### src/rtl/hazard_pipe_tracker.sv
// hazard_pipe_tracker: producer side of the hazard interface.
// It carries the opcode/dest history through EX/MEM/WB and turns the
// detector's stall and the branch flush into PC, IF/ID and bubble controls.
// It also keeps consecutive and total stall counters.
// Optional macro HAZARD_WATCHDOG_EN adds a sticky wd_timeout output. Once
// set, stall is ignored so the pipeline is forced to make progress.
module hazard_pipe_tracker #(
    parameter int OP_W     = 4,
    parameter int REG_W    = 3,
    parameter int NOP      = 0,
    parameter int ST       = 11,
    parameter int BZ       = 12,
    parameter int CNT_W    = 8,
    parameter int WD_LIMIT = 32
) (
    input  logic             clk,
    input  logic             rst,
    input  logic [OP_W-1:0]  opcode_id,
    input  logic [REG_W-1:0] dest_id,
    input  logic             stall,
    input  logic             branch_flush,
    output logic [OP_W-1:0]  opcode_ex,
    output logic [OP_W-1:0]  opcode_mem,
    output logic [OP_W-1:0]  opcode_wb,
    output logic [REG_W-1:0] dest_ex,
    output logic [REG_W-1:0] dest_mem,
    output logic [REG_W-1:0] dest_wb,
    output logic             pc_en,
    output logic             ifid_en,
    output logic             ifid_flush,
    output logic             bubble_ex,
    output logic [CNT_W-1:0] stall_run,
    output logic [CNT_W-1:0] stall_total,
    output logic [1:0]       state
`ifdef HAZARD_WATCHDOG_EN
    ,
    output logic             wd_timeout
`endif
);

    localparam logic [1:0] RUN     = 2'd0;
    localparam logic [1:0] STALLED = 2'd1;
    localparam logic [1:0] FLUSHED = 2'd2;

    // Counters hold at all-ones instead of wrapping.
    function automatic logic [CNT_W-1:0] sat_inc(input logic [CNT_W-1:0] v);
        return (&v) ? v : v + 1'b1;
    endfunction

    logic [OP_W-1:0]  opcode_ex_q, opcode_ex_d, opcode_mem_q, opcode_mem_d, opcode_wb_q, opcode_wb_d;
    logic [REG_W-1:0] dest_ex_q, dest_ex_d, dest_mem_q, dest_mem_d, dest_wb_q, dest_wb_d;
    logic [CNT_W-1:0] stall_run_q, stall_run_d, stall_total_q, stall_total_d;
    logic [1:0]       state_q, state_d;
    logic [REG_W-1:0] dest_eff;
    logic             wd_active;
    logic             stall_eff;
    logic             inject;
    logic             stall_cycle;

`ifdef HAZARD_WATCHDOG_EN
    logic wd_q, wd_d;

    // The watchdog trips on the edge where the stall run reaches the limit.
    // It then stays set until reset.
    always_comb begin
        wd_d = wd_q | ({{(32-CNT_W){1'b0}}, stall_run_d} >= 32'(WD_LIMIT));
    end

    // Sticky watchdog flag.
    always_ff @(posedge clk or negedge rst) begin
        if (!rst) wd_q <= 1'b0;
        else      wd_q <= wd_d;
    end

    assign wd_active  = wd_q;
    assign wd_timeout = wd_q;
`else
    // Watchdog compiled out. A negative limit cannot occur, so this is always 0.
    assign wd_active = (WD_LIMIT < 0);
`endif

    // Stores, branches and bubbles write no register. r0 is never a hazard source.
    always_comb begin
        dest_eff = dest_id;
        if (opcode_id == OP_W'(NOP) || opcode_id == OP_W'(ST) || opcode_id == OP_W'(BZ))
            dest_eff = '0;
    end

    assign stall_eff   = stall & ~wd_active;
    assign inject      = stall_eff | branch_flush;
    assign stall_cycle = stall & ~branch_flush;

    // Datapath shift and counter next-state.
    // MEM and WB always advance; only the EX entry is replaced by a bubble.
    always_comb begin
        opcode_wb_d   = opcode_mem_q;
        dest_wb_d     = dest_mem_q;
        opcode_mem_d  = opcode_ex_q;
        dest_mem_d    = dest_ex_q;
        opcode_ex_d   = inject ? OP_W'(NOP) : opcode_id;
        dest_ex_d     = inject ? '0 : dest_eff;
        stall_run_d   = stall_cycle ? sat_inc(stall_run_q) : '0;
        stall_total_d = stall_cycle ? sat_inc(stall_total_q) : stall_total_q;
    end

    // FSM next-state. A flush takes priority over a stall in every state.
    always_comb begin
        state_d = state_q;
        case (state_q)
            RUN:     state_d = branch_flush ? FLUSHED : (stall_eff ? STALLED : RUN);
            STALLED: state_d = branch_flush ? FLUSHED : (stall_eff ? STALLED : RUN);
            FLUSHED: state_d = branch_flush ? FLUSHED : (stall_eff ? STALLED : RUN);
            default: state_d = RUN;
        endcase
    end

    // State, pipeline history and counter registers.
    always_ff @(posedge clk or negedge rst) begin
        if (!rst) begin
            opcode_ex_q   <= '0;
            opcode_mem_q  <= '0;
            opcode_wb_q   <= '0;
            dest_ex_q     <= '0;
            dest_mem_q    <= '0;
            dest_wb_q     <= '0;
            stall_run_q   <= '0;
            stall_total_q <= '0;
            state_q       <= RUN;
        end else begin
            opcode_ex_q   <= opcode_ex_d;
            opcode_mem_q  <= opcode_mem_d;
            opcode_wb_q   <= opcode_wb_d;
            dest_ex_q     <= dest_ex_d;
            dest_mem_q    <= dest_mem_d;
            dest_wb_q     <= dest_wb_d;
            stall_run_q   <= stall_run_d;
            stall_total_q <= stall_total_d;
            state_q       <= state_d;
        end
    end

    // FSM-side controls. A flush overrides a stall: the stalled ID instruction
    // is on the wrong path, so fetch moves on to the branch target.
    always_comb begin
        pc_en      = 1'b0;
        ifid_en    = 1'b0;
        ifid_flush = 1'b0;
        bubble_ex  = 1'b1;
        if (rst) begin
            pc_en      = ~stall_eff | branch_flush;
            ifid_en    = ~stall_eff | branch_flush;
            ifid_flush = branch_flush;
            bubble_ex  = inject;
        end
    end

    assign opcode_ex   = opcode_ex_q;
    assign opcode_mem  = opcode_mem_q;
    assign opcode_wb   = opcode_wb_q;
    assign dest_ex     = dest_ex_q;
    assign dest_mem    = dest_mem_q;
    assign dest_wb     = dest_wb_q;
    assign stall_run   = stall_run_q;
    assign stall_total = stall_total_q;
    assign state       = state_q;

endmodule
### config.mk
export PLATFORM = sky130hd
export DESIGN_NAME = hazard_pipe_tracker
export DESIGN_NICKNAME = d
export VERILOG_FILES = /design/src/rtl/hazard_pipe_tracker.sv
export SDC_FILE = /design/constraint.sdc
export NUM_CORES = 1
export LEC_CHECK = 0
export CAP_MARGIN = 40
export CORE_ASPECT_RATIO = 2
export CORE_MARGIN = 2
export CORE_UTILIZATION = 47
export DETAILED_ROUTE_END_ITERATION = 16
export PLACE_DENSITY = 0.84
export SETUP_SLACK_MARGIN = 0.3
export SYNTH_ARGS = -nofsm -noshare
export SYNTH_HDL_FRONTEND = slang
export SYNTH_SLANG_ARGS = --single-unit
### constraint.sdc
create_clock -name clk -period 3.3 [get_ports clk]
set_input_delay 0.66 -clock clk [delete_from_list [all_inputs] [get_ports clk]]
set_output_delay 0.66 -clock clk [all_outputs]
set_load 0.1 [all_outputs]
# Yosys cells after proc, flatten, opt, wreduce, memory -nomap -nowiden
# Cells that the tools add are included.
[classes]
add_sub_neg = 2
eq_ne = 5
muxes = 11
bitwise = 6
n_reduce_logical = 8
[ops]
columns = ["operator", "count"]
rows = [
  ["adder 8 x 1 -> 8 bit, second input constant", 2],
  ["2-to-1 mux 8 bit", 2],
  ["AND reduction 8 bit", 2],
  ["equality test 4 bit, second input constant", 2],
  ["2-to-1 mux 3 bit", 2],
  ["logical NOT 4 bit", 1],
  ["2-to-1 mux 1 bit", 4],
  ["2-to-1 mux 2 bit", 2],
  ["2-to-1 mux 4 bit", 1],
  ["inverter 1 bit", 3],
  ["OR reduction 3 bit", 1],
  ["equality test 2 x 1 -> 1 bit, second input constant", 1],
  ["equality test 2 bit, second input constant", 1],
  ["logical NOT 2 bit", 1],
  ["logical OR 1 bit", 2],
  ["inequality test 2 bit, second input constant", 1],
  ["bitwise OR 1 bit", 2],
  ["AND reduction 2 bit", 1],
  ["bitwise AND 1 bit", 1],
]
[word_totals]
reg_bits = 39
input_bits = 11
out_inout_bits = 43
word_cells = 41

# Longest topological paths before layout
[depth]
ltp_word = 5
mapped_depth = 5

# Worst setup path before layout
# Ideal clock, no wire load.
[synth_timing]
path_kind = "input-to-output"
startpoint = "input port branch_flush"
endpoint = "output port pc_en"
arrival_ns = 2.198
required_time_ns = 2.640
path_slack_ns = 0.442
path_stages = 4
cell_sequence = "nand2b_4 -> buf_2 -> and2_1 -> buf_4"
[synth_via]
elab_chain_len = 2
[synth_lines]
columns = ["item", "line", "source"]
rows = [
  ["from (decl)", "21", "input logic branch_flush,"],
  ["bitwise OR 1 bit", "n/a", ""],
  ["2-to-1 mux 1 bit", "n/a", ""],
  ["to (decl)", "28", "output logic pc_en,"],
]
# No other way between the ends.

# Worst setup path after layout
[layout_timing]
startpoint = "input port branch_flush"
endpoint = "output port ifid_en"
[layout_via]
elab_chain_len = 2
[layout_lines]
columns = ["item", "line", "source"]
rows = [
  ["bitwise OR 1 bit", "151", "ifid_en = ~stall_eff | branch_flush;"],
  ["2-to-1 mux 1 bit", "149", "if (rst) begin"],
  ["to (decl)", "29", "output logic ifid_en,"],
]
# No other way between the ends.

==> summary.txt <==
Global route
  • Vias in the first global route: 1219
  • Initial antenna violation count: 0
  • All-Layer GR Usage: 0.200
  • Largest net degree at the start of global routing: 27
  • Gr ovfl total: 0
  • Met1 global-route usage: 0.210
  • First-pass GRT wire length: 5550 um
  • Met2 Usage GRT: 0.341
  • Top Usage Layer GRT: met2
  • M3 GR Usage: 0.0468

Route
  • ANT nets after route: 0
  • Total Routed Length: 3280 um
  • DRC violations left: 0
  • Drt via density: 5.78
  • WL per Instance: 15.6 um
  • Iteration-0 DRC Markers: 26
  • Vias: 1214
  • Initial DRT Pass Iterations: 5

Synthesis
  • Syn nets: 134
  • Top-count cell post-synth: dfrtp_1
  • Synth Instances: 121
  • EDFF count, synth: 0
  • Share of the synthesized area in the top cell type: 0.630
  • Most common library cells after synthesis: dfrtp_1, and2_1, a21oi_1, nand2_1, nor3_1
  • Synth Flop Type: dfrtp_1
  • Synthesized area: 0.00155 sq mm
  • Mean area per synthesized cell: 12.8 sq um
  • Top post-synthesis cells by area: dfrtp_1, and2_1, a21oi_1
  • Yosys reg bits: 39
  • Synth cell types: 37
  • Synth area leader: dfrtp_1
  • Seq/Total Area, Yosys: 0.630
  • Synth async-reset ratio: 1.00
  • Ys Warns: 0

Finish
  • Fillers: 241
  • Layout cells sized above 1: 0.341
  • Non-Filler Instances: 210
  • Multi-input logic area: 553 sq um
  • FF+latch area: 976 sq um
  • Layout Utilization: 0.678
  • Post-synthesis to final-layout area growth: 38.1%
  • Layout Nets: 192
  • Antenna Cells: 0

Die
  • Num rows: 29
  • IO Pins: 54
  • Die Y: 85.2 um
  • Starting density of the core: 0.491
  • Chip width: 44.6 um
  • Total core area: 0.00316 sq mm
  • Die area: 0.00380 sq mm

STA
  • Final setup TNS: 0 ns
  • Final slew viol count: 0
  • Fmax achieved: 386 MHz
  • Final hold vios: 0
  • Worst Clk Skew: 0.00573 ns
  • RSZ-0062 raised after global routing: no
  • # setup viols final: 0
  • Worst Tran Pin Value: 0.376 ns
  • Fin crit share: 0.785
  • Fin crit period: 2.59 ns
  • Slew HR: 0.749

Critical path
  • Crit Path Max Fanout: 14
  • Reg2Reg Setup Slack: 1.78 ns
  • CP Capture Type: primary output
  • Critical Path RT: 2.64 ns
  • Crit path DAT: 1.93 ns
  • Startpoint types: primary input
  • Crit path kind: in -> out

Power and ir drop
  • Leak: 1.05 nW
  • Cell Pwr Density: 742 mW/mm^2
  • Final Power: 1.59 mW
  • VDD IR-drop max: 0.000766 V

Job
  • Max-Cap Viols: 0

Clock network
  • Clk_lat worst skew: 0.29 ns
  • Clock transition at the registers of the reported paths: 0.08 ns
  • CTS buffer count: 5
  • Post CTS Setup Buffer Count: 0
  • CTS tree: done
  • Hold_buf cts: 0
  • CTS root buffer: clkbuf_8
  • Htree depth: 2
  • CTS sink cnt: 39
  • Post-CTS resize count: 0
  • CTS max path bufs: 2

Hold path
  • Hold crit path type: in -> async

Placement
  • Dpl cells: 203
  • Port buffer count: 53
  • Dpl hpwl: 2490 um
  • Placer Congestion: 0.862

Status
  • Status: finished, final reports clean
==> cell type report <==
cell class | instances | share of cell area
clock buffers | 5 | 0.0321
clock inverters | 2 | 0.0175
well taps | 31 | 0.0181
repair buffers | 54 | 0.216
flip-flops and latches | 39 | 0.456
inverters | 1 | 0.00175
multi-input cells | 78 | 0.258
==> state kept, by name, indices dropped and copies added, names as in the netlist <==
name	flops
stall_run	8
stall_total	8
opcode_ex	4
opcode_mem	4
opcode_wb	4
dest_ex	3
dest_mem	3
dest_wb	3
state	2
==> worst paths after layout <==
kind / startpoint / endpoint / cells past startpoint
max in group asynchronous: rst / opcode_wb[2] / 2
hold / removal: rst / stall_total[6] / 1
hold reg to reg: dest_ex[0] / dest_mem[0] / 0
setup reg to reg: stall_total[0] / stall_total[1] / 4
setup / recovery: branch_flush / ifid_en / 4
min in group clk: dest_ex[0] / dest_mem[0] / 0
==> kinds of logic after synthesis <==
logic type,count (synthesis),share of synthesized area
AOI/OAI and AO/OA,27,0.120
xor gates and xnor gates,3,0.0170
adders and majority gates,2,0.0161
buffers and inverters,4,0.0137
DFF,39,0.630
muxes,3,0.0242
and+or+nand+nor,43,0.179
==> layout by cell type (no fill, tap or decap), types with 2 or more instances in the layout <==
cell type and instances:
a211oi_1 4, a21boi_0 2, a21oi_1 7, a31oi_1 4
and2_1 9, and3_1 2, buf_12 3, buf_4 41
clkbuf_8 5, clkdlybuf4s50_1 9, dfrtp_1 39, ha_1 2
nand2_1 7, nand3_1 4, nand4_1 2, nand4b_1 2
nor2_1 2, nor3_1 7, o21ai_0 4, xor2_1 2
==> stage by stage <==
stage	hold slack [ns]	setup slack, ns	area (sq um)
5_1_grt	0.299	0.639	2140
6_report	0.271	0.710	2140
4_1_cts	0.282	0.704	2140
3_5_place_dp	0.363	0.704	2030
2_1_floorplan	0.364	0.442	1550
3_3_place_gp	0.358	0.730	2030
==> critical path: stages <==
cell and delay (ns):
clkdlybuf4s50_1 0.54, nand2b_4 0.26, and2_1 0.26, buf_12 0.20
==> metal layers <==
layer | routed length [um] | part of all wire | vias up
li1 | - | - | 562
met1 | 1090 | 0.33 | 598
met2 | 1910 | 0.58 | 42
met3 | 157 | 0.048 | 12
met4 | 125 | 0.038 | 0
met5 | 0 | 0 | -
==> where the power goes <==
group          internal [mW]  switching (mW)
Sequential             0.527          0.0675
Combinational          0.137           0.475
Clock                  0.221           0.162
Note: power is estimated with default switching activity, not from simulation.
